==> src/rtl/mul_seq_ctrl_if.sv <==
// EX-stage multiply sequencer handshake: run/request/flush and operands in, stall/status/product out.
// Master drives the request side (pipeline control); slave is the sequencer.
interface mul_seq_ctrl_if #(
    parameter int WIDTH = 32
);
    logic             start_i;
    logic             req_i;
    logic             flush_i;
    logic [WIDTH-1:0] op_a_i;
    logic [WIDTH-1:0] op_b_i;
    logic             stall_o;
    logic             busy_o;
    logic             done_o;
    logic [WIDTH-1:0] result_o;
    logic [WIDTH-1:0] result_hi_o;

    modport master (
        output start_i, req_i, flush_i, op_a_i, op_b_i,
        input  stall_o, busy_o, done_o, result_o, result_hi_o
    );

    modport slave (
        input  start_i, req_i, flush_i, op_a_i, op_b_i,
        output stall_o, busy_o, done_o, result_o, result_hi_o
    );
endinterface

==> src/rtl/mul_seq_ctrl.sv <==
// Shift-add multiplier: stall held 1 + WIDTH/BITS_PER_CYCLE cycles, then a one-cycle done strobe.
// start_i=0 freezes all state; flush_i aborts a BUSY operation without touching the last result.
module mul_seq_ctrl #(
    parameter int WIDTH          = 32,
    parameter int BITS_PER_CYCLE = 1,
    parameter int EARLY_EXIT     = 0
) (
    input  logic         clk_i,
    input  logic         rst_i,
    mul_seq_ctrl_if.slave bus
);
    localparam int STEPS = WIDTH / BITS_PER_CYCLE;
    localparam int CW    = $clog2(STEPS + 1);

    typedef enum logic [1:0] {IDLE, BUSY, DONE} state_t;

    state_t               state_q, state_d;
    logic [2*WIDTH-1:0]   mcand_q, acc_q, acc_step, res_q;
    logic [WIDTH-1:0]     mplier_q, mplier_step;
    logic [CW-1:0]        cnt_q;
    logic                 accept, last_step, stall, done;

    always_comb begin
        acc_step = acc_q;
        for (int k = 0; k < BITS_PER_CYCLE; k++) begin
            if (mplier_q[k]) begin
                acc_step = acc_step + (mcand_q << k);
            end
        end
    end

    assign mplier_step = mplier_q >> BITS_PER_CYCLE;
    assign last_step   = (cnt_q == CW'(STEPS - 1)) || ((EARLY_EXIT != 0) && (mplier_step == '0));

    always_ff @(posedge clk_i) begin
        if (rst_i) begin
            state_q <= IDLE;
        end else begin
            state_q <= state_d;
        end
    end

    // Nothing advances while the CPU run enable is low; reset also masks the combinational stall.
    always_comb begin
        state_d = state_q;
        stall   = 1'b0;
        done    = 1'b0;
        accept  = 1'b0;
        if (!rst_i && bus.start_i) begin
            case (state_q)
                IDLE: begin
                    if (bus.req_i && !bus.flush_i) begin
                        accept  = 1'b1;
                        stall   = 1'b1;
                        state_d = BUSY;
                    end
                end
                BUSY: begin
                    if (bus.flush_i) begin
                        state_d = IDLE;
                    end else begin
                        stall = 1'b1;
                        if (last_step) begin
                            state_d = DONE;
                        end
                    end
                end
                DONE: begin
                    done    = 1'b1;
                    state_d = IDLE;
                end
                default: state_d = IDLE;
            endcase
        end
    end

    always_ff @(posedge clk_i) begin
        if (rst_i) begin
            mcand_q  <= '0;
            mplier_q <= '0;
            acc_q    <= '0;
            cnt_q    <= '0;
            res_q    <= '0;
        end else if (bus.start_i) begin
            if (accept) begin
                mcand_q  <= {{WIDTH{1'b0}}, bus.op_a_i};
                mplier_q <= bus.op_b_i;
                acc_q    <= '0;
                cnt_q    <= '0;
            end else if (state_q == BUSY && !bus.flush_i) begin
                acc_q    <= acc_step;
                mcand_q  <= mcand_q << BITS_PER_CYCLE;
                mplier_q <= mplier_step;
                cnt_q    <= cnt_q + CW'(1);
                // Result register only moves on completion so an abort leaves the old product visible.
                if (last_step) begin
                    res_q <= acc_step;
                end
            end
        end
    end

    assign bus.stall_o     = stall;
    assign bus.done_o      = done;
    assign bus.busy_o      = (state_q == BUSY);
    assign bus.result_o    = res_q[WIDTH-1:0];
    assign bus.result_hi_o = res_q[2*WIDTH-1:WIDTH];
endmodule
==> src/flat_wrapper.sv <==
// flat-port wrapper written by rule: the top's interface ports become plain ports
module mul_seq_ctrl_flat 
#(
    parameter int WIDTH          = 32,
    parameter int BITS_PER_CYCLE = 1,
    parameter int EARLY_EXIT     = 0
)
  (clk_i, rst_i, bus_start_i, bus_req_i, bus_flush_i, bus_op_a_i, bus_op_b_i, bus_stall_o, bus_busy_o, bus_done_o, bus_result_o, bus_result_hi_o);
  mul_seq_ctrl_if #(.WIDTH(WIDTH)) bus_i ();
  input  logic clk_i;
  input  logic rst_i;
  input wire logic [$bits(bus_i.start_i)-1:0] bus_start_i;
  input wire logic [$bits(bus_i.req_i)-1:0] bus_req_i;
  input wire logic [$bits(bus_i.flush_i)-1:0] bus_flush_i;
  input wire logic [$bits(bus_i.op_a_i)-1:0] bus_op_a_i;
  input wire logic [$bits(bus_i.op_b_i)-1:0] bus_op_b_i;
  output wire logic [$bits(bus_i.stall_o)-1:0] bus_stall_o;
  output wire logic [$bits(bus_i.busy_o)-1:0] bus_busy_o;
  output wire logic [$bits(bus_i.done_o)-1:0] bus_done_o;
  output wire logic [$bits(bus_i.result_o)-1:0] bus_result_o;
  output wire logic [$bits(bus_i.result_hi_o)-1:0] bus_result_hi_o;
  assign bus_i.start_i = bus_start_i;
  assign bus_i.req_i = bus_req_i;
  assign bus_i.flush_i = bus_flush_i;
  assign bus_i.op_a_i = bus_op_a_i;
  assign bus_i.op_b_i = bus_op_b_i;
  assign bus_stall_o = bus_i.stall_o;
  assign bus_busy_o = bus_i.busy_o;
  assign bus_done_o = bus_i.done_o;
  assign bus_result_o = bus_i.result_o;
  assign bus_result_hi_o = bus_i.result_hi_o;
  mul_seq_ctrl #(.WIDTH(WIDTH), .BITS_PER_CYCLE(BITS_PER_CYCLE), .EARLY_EXIT(EARLY_EXIT)) u_core (.clk_i(clk_i), .rst_i(rst_i), .bus(bus_i));
endmodule
==> config.mk <==
export PLATFORM = sky130hd
export DESIGN_NAME = mul_seq_ctrl_flat
export DESIGN_NICKNAME = d
export VERILOG_FILES = /design/src/rtl/mul_seq_ctrl_if.sv /design/src/rtl/mul_seq_ctrl.sv /design/src/flat_wrapper.sv
export SDC_FILE = /design/constraint.sdc
export NUM_CORES = 1
export LEC_CHECK = 0
export CAP_MARGIN = 10
export CORE_MARGIN = 2
export CORE_UTILIZATION = 40
export DETAILED_ROUTE_END_ITERATION = 10
export SETUP_SLACK_MARGIN = 0.2
export SLEW_MARGIN = 40
export SYNTH_ARGS = -nofsm -noshare
export SYNTH_HDL_FRONTEND = slang
export SYNTH_SLANG_ARGS = --single-unit
export TNS_END_PERCENT = 10
==> constraint.sdc <==
create_clock -name clk_i -period 4.4 [get_ports clk_i]
set_input_delay 0.44 -clock clk_i [delete_from_list [all_inputs] [get_ports clk_i]]
set_output_delay 0.44 -clock clk_i [all_outputs]
set_load 0.02 [all_outputs]
# Word-level counts from Yosys, hierarchy flattened
# Cells that the tools add are included.
# word_totals
regBits	232
input_bits	69
out_inout_bits	67
wordCells	45
# op_classes
addsub	2
n_eq_ne	5
n_mux	21
bitwise_logic	1
reduce_logical	10
# ops
cell	count
64-bit two-way mux	5
64-bit adder	1
32-bit two-way mux	2
6-bit two-way mux	2
1-bit two-way mux	7
6-bit by 1-bit adder with 6-bit output, second input constant	1
6-bit by 5-bit == test with 1-bit output, second input constant	1
2-bit two-way mux	3
2-bit one-hot mux with 2 select lines	1
4-bit AND reduction	1
1-bit logical AND	3
3-bit by 2-bit inequality test with 1-bit output, second input constant	1
3-bit AND reduction	1
2-bit by 1-bit == test with 1-bit output, second input constant	1
2-bit == test, second input constant	1
1-bit zero test	2
2-bit zero test	1
2-bit by 1-bit inequality test with 1-bit output, second input constant	1
1-bit one-hot mux with 2 select lines	1
2-bit AND reduction	1
2-bit nonzero test	1
1-bit NOT	1

# Longest topological paths before layout
# logic_depth
depth_word	7
depth_mapped	12
ltp_nobuf	12

# Worst setup path after synthesis
# OpenSTA, ideal clock, no wires.
# synth_timing
kind	reg2reg
start	register u_core.acc_q[0]
end	register u_core.res_q[62]
setup_time_ns	0.120
t_arrival_ns	3.060
setup_slack_ns	1.220
stages_incl_launch_ff	13
path_buffers	0
synth_period_minus_slack_ns	3.180
path_cell_list	dfxtp_1 > ha_1 > fa_1 > a21o_1 > a31oi_1 > o31a_1 > o21ai_0 > o21ba_2 > a21bo_2 > a31o_2 > a41o_1 > xor2_1 > o31a_1
# synth_via
elab_chain_cells	2
# synth_lines
item	line	text
start: declaration	mul_seq_ctrl.sv:18	logic [2*WIDTH-1:0] mcand_q, acc_q, acc_step, res_q;
start signal: assignment	mul_seq_ctrl.sv:91	acc_q <= acc_step;
64-bit adder	mul_seq_ctrl.sv:27	acc_step = acc_step + (mcand_q << k);
64-bit two-way mux	mul_seq_ctrl.sv:26	if (mplier_q[k]) begin
end signal: assignment	mul_seq_ctrl.sv:97	res_q <= acc_step;
end: declaration	mul_seq_ctrl.sv:18	
# Every way passes these cells.
# A chain may end at the register's enable or synchronous reset.

# Worst setup path in the final report
# Same ends and word-level chain as after synthesis.

==> impl_metrics.ini <==
[run_status]
status = completed

[route]
wl_um = 38200
dr.pass1.iters = 6
via_count = 12113
ant_nets = 0
drtIter0Drc = 1000
viasPerCell = 5.79
routedWlPerCell_um = 18.3
drc = 0

[sta]
relSlewSlack_pct = 43.1
fin_worst_skew_ns = 0.0147
finalHoldViolCount = 0
period_needed_ns = 3.67
rsz0062_at_grt = no
drv_slew = 0
fmax_mhz = 273
fin_ws_ns = 0.735
setup_viol = 0
worst-slew-pin-transition_ns = 0.853
period_share_pct = 83.3
final.setup.tns_ns = 0

[critical_path]
critPathMaxStageDelay_ns = 0.41
critPathMaxFanout = 5
cp_slowest_cell = fa_1
crit_path_end_kind = flop
crit_family = compound AO/OA/AOI/OAI gates
crit_buf_inv = 0
cp_cell_sequence = ha_1 -> fa_1 -> a21o_1 -> a31oi_1 -> o31a_1 -> o21ai_0 -> o21ba_2 -> a21bo_2 -> a31o_2 -> a41o_1 -> xor2_1 -> o31a_1
path_common_cell = o31a_1
startpoint_type = flop
cp.arrival_ns = 4.09
cp_data_required_time_ns = 4.82
path_class = flop to flop

[clock_network]
holdBufCountCts = 0
path_clk_slew_ns = 0.07
cts-root-buf = clkbuf_16
numCtsBuffers = 26
clkLatencyLatePin_ns = 0.54
post_cts_resized = 0
post-cts-setup-buffers = 0
cts_sinks = 232
cts_max_path_buffers = 3
cts_tree = done
htreeDepth = 1

[placement]
port_buffers = 135
placed_area_um2 = 14300
dp.cells = 2043
place_hpwl_um = 25800
post-place-ws_ns = 0.820
place.gp.congestion = 0.908

[yosys]
ys_ff_latch = 232
synthesis.nets = 1750
yosysWarnings = 0
synth-edff-count = 0
ys_types = 70
synth_area_per_cell_um2 = 7.90
synthArstFlopShare_pct = 0
syn_inst = 1616
synthesis.area_um2 = 12800
ys_seq_area_share_pct = 36.4
ys.flop_type = dfxtp_1

[finish]
syn_to_final_growth_pct = 19.3
layout-drive-gt1-share_pct = 5.45
fin_area_um2 = 15200
n_fill_cell = 3029
final_cell_mix = nor2_1 (263), dfxtp_1 (231), a21oi_1 (169)
post-route-util_pct = 48.4
final_common_cell = nor2_1
stdcell_count = 2091
fin_nets = 1803
n_antenna_cell = 0

[grt]
grt_util_all_layers_pct = 22.5
grt_pass1_vias = 11434
grt_start_max_net_pins = 101
overflow = 0
antenna_found_initial = 0
grt_pass1_wl_um = 61700

[power_and_ir_drop]
leakage_uw = 0.00572
power.density_nw_per_um2 = 310
ir_drop_uv = 233

[worst_hold_path]
worstHoldPathType = input pin to flop

[flow_run]
drv_cap = 0

[floorplan]
core_area_um2 = 31500
start_util_pct = 40.6
die_height_um = 183
rows = 65
pin_count = 136
die-area_um2 = 33400
chipWidth_um = 183
==> layout make-up <==
type	instances	area, um2	share of cell area [%]
clock buffers	36	769	5.05
clock inverters	12	126	0.829
repair buffers	154	1500	9.87
inverters	21	78.8	0.517
well taps	402	503	3.30
multi-input cells	1234	7610	49.9
flip-flops and latches	232	4650	30.5
==> where the power goes <==
| group | switching (uW) | internal [uW] |
|---|---|---|
| clock | 919 | 1340 |
| sequential | 29.0 | 2130 |
| combinational | 170 | 126 |
| total | 1120 | 3600 |
==> synth_stat cells (3+ instances only) <==
cell	instances	share of area, %
a211oi_1	37	2.2
a21boi_0	5	0.29
a21o_1	33	1.9
a21oi_1	169	6.6
a22o_1	13	0.89
a22oi_1	13	0.76
a2bb2oi_1	5	0.34
a31oi_1	26	1.3
a32o_1	3	0.24
a41oi_1	3	0.21
and2_1	6	0.29
and3_1	8	0.39
and4_1	5	0.34
buf_1	8	0.24
clkbuf_1	121	3.6
dfxtp_1	232	36
ha_1	64	6.3
inv_1	21	0.62
mux2i_1	32	2.5
nand2_1	137	4.0
nand2b_1	7	0.34
nand3_1	59	2.3
nand4_1	26	1.3
nor2_1	265	7.8
nor2b_1	7	0.34
nor3_1	20	0.78
nor4_1	3	0.15
o211ai_1	13	0.76
o21a_1	7	0.41
o21ai_0	67	2.6
o21bai_1	17	1.0
o221ai_1	63	4.3
o31a_1	5	0.34
o31ai_1	4	0.24
or2_2	4	0.20
or3_1	8	0.39
xnor2_1	35	2.4
xor2_1	24	1.6
==> worst register-to-register path: stages, from the launching register on <==
cell     delay (ns)
dfxtp_1        0.33
ha_1           0.25
fa_1           0.41
a21o_1         0.23
a31oi_1        0.26
o31a_1         0.35
o21ai_0        0.20
o21ba_2        0.30
a21bo_2        0.26
a31o_2         0.30
a41o_1         0.23
xor2_1         0.16
o31a_1         0.27
==> metrics by stage <==
step           power, uW  hold WS, ns
2_1_floorplan       2370        0.441
4_1_cts             4760        0.353
6_report            4720        0.369
3_3_place_gp        2500        0.447
5_1_grt             4880        0.376
3_5_place_dp        2500        0.451
==> logic make-up after synthesis <==
group           Yosys count  synth area share (%)
simple gates            562                  19.1
xor+xnor                 59                  4.05
fa+ha+maj                65                  6.43
compound gates          513                  26.9
buf+inv                 150                  4.41
flops                   232                  36.4
mux                      35                  2.80
==> worst paths after layout <==
check / startpoint / endpoint / slack, ns / depth (start not counted)
max: u_core.acc_q[0]$_SDFFE_PP0P_ / u_core.res_q[62]$_SDFFE_PP0P_ / 0.73 / 12
min reg2reg: u_core.res_q[22]$_SDFFE_PP0P_ / u_core.res_q[22]$_SDFFE_PP0P_ / 0.46 / 2
min: rst_i / u_core.mcand_q[14]$_SDFFE_PP0P_ / 0.37 / 4
max reg2reg: u_core.acc_q[0]$_SDFFE_PP0P_ / u_core.res_q[62]$_SDFFE_PP0P_ / 0.73 / 12
==> per-layer routing <==
| metal | wire, um | GRT usage (%) | part of all wire [%] | vias to the layer above |
|---|---|---|---|---|
| li1 | - | - | - | 5967 |
| met1 | 18400 | 32.1 | 48 | 5782 |
| met2 | 17100 | 35.6 | 45 | 312 |
| met3 | 2010 | 3.21 | 5.3 | 52 |
| met4 | 737 | 5.65 | 1.9 | 0 |
| met5 | 0 | 0 | 0 | - |
==> state kept, by name, summed over array words and instances (netlist names) <==
register         flops
u_core.cnt_q         6
u_core.res_q        64
u_core.mplier_q     32
u_core.acc_q        64
u_core.mcand_q      64
u_core.state_q       2
Note: power is estimated with default switching activity, not from simulation.
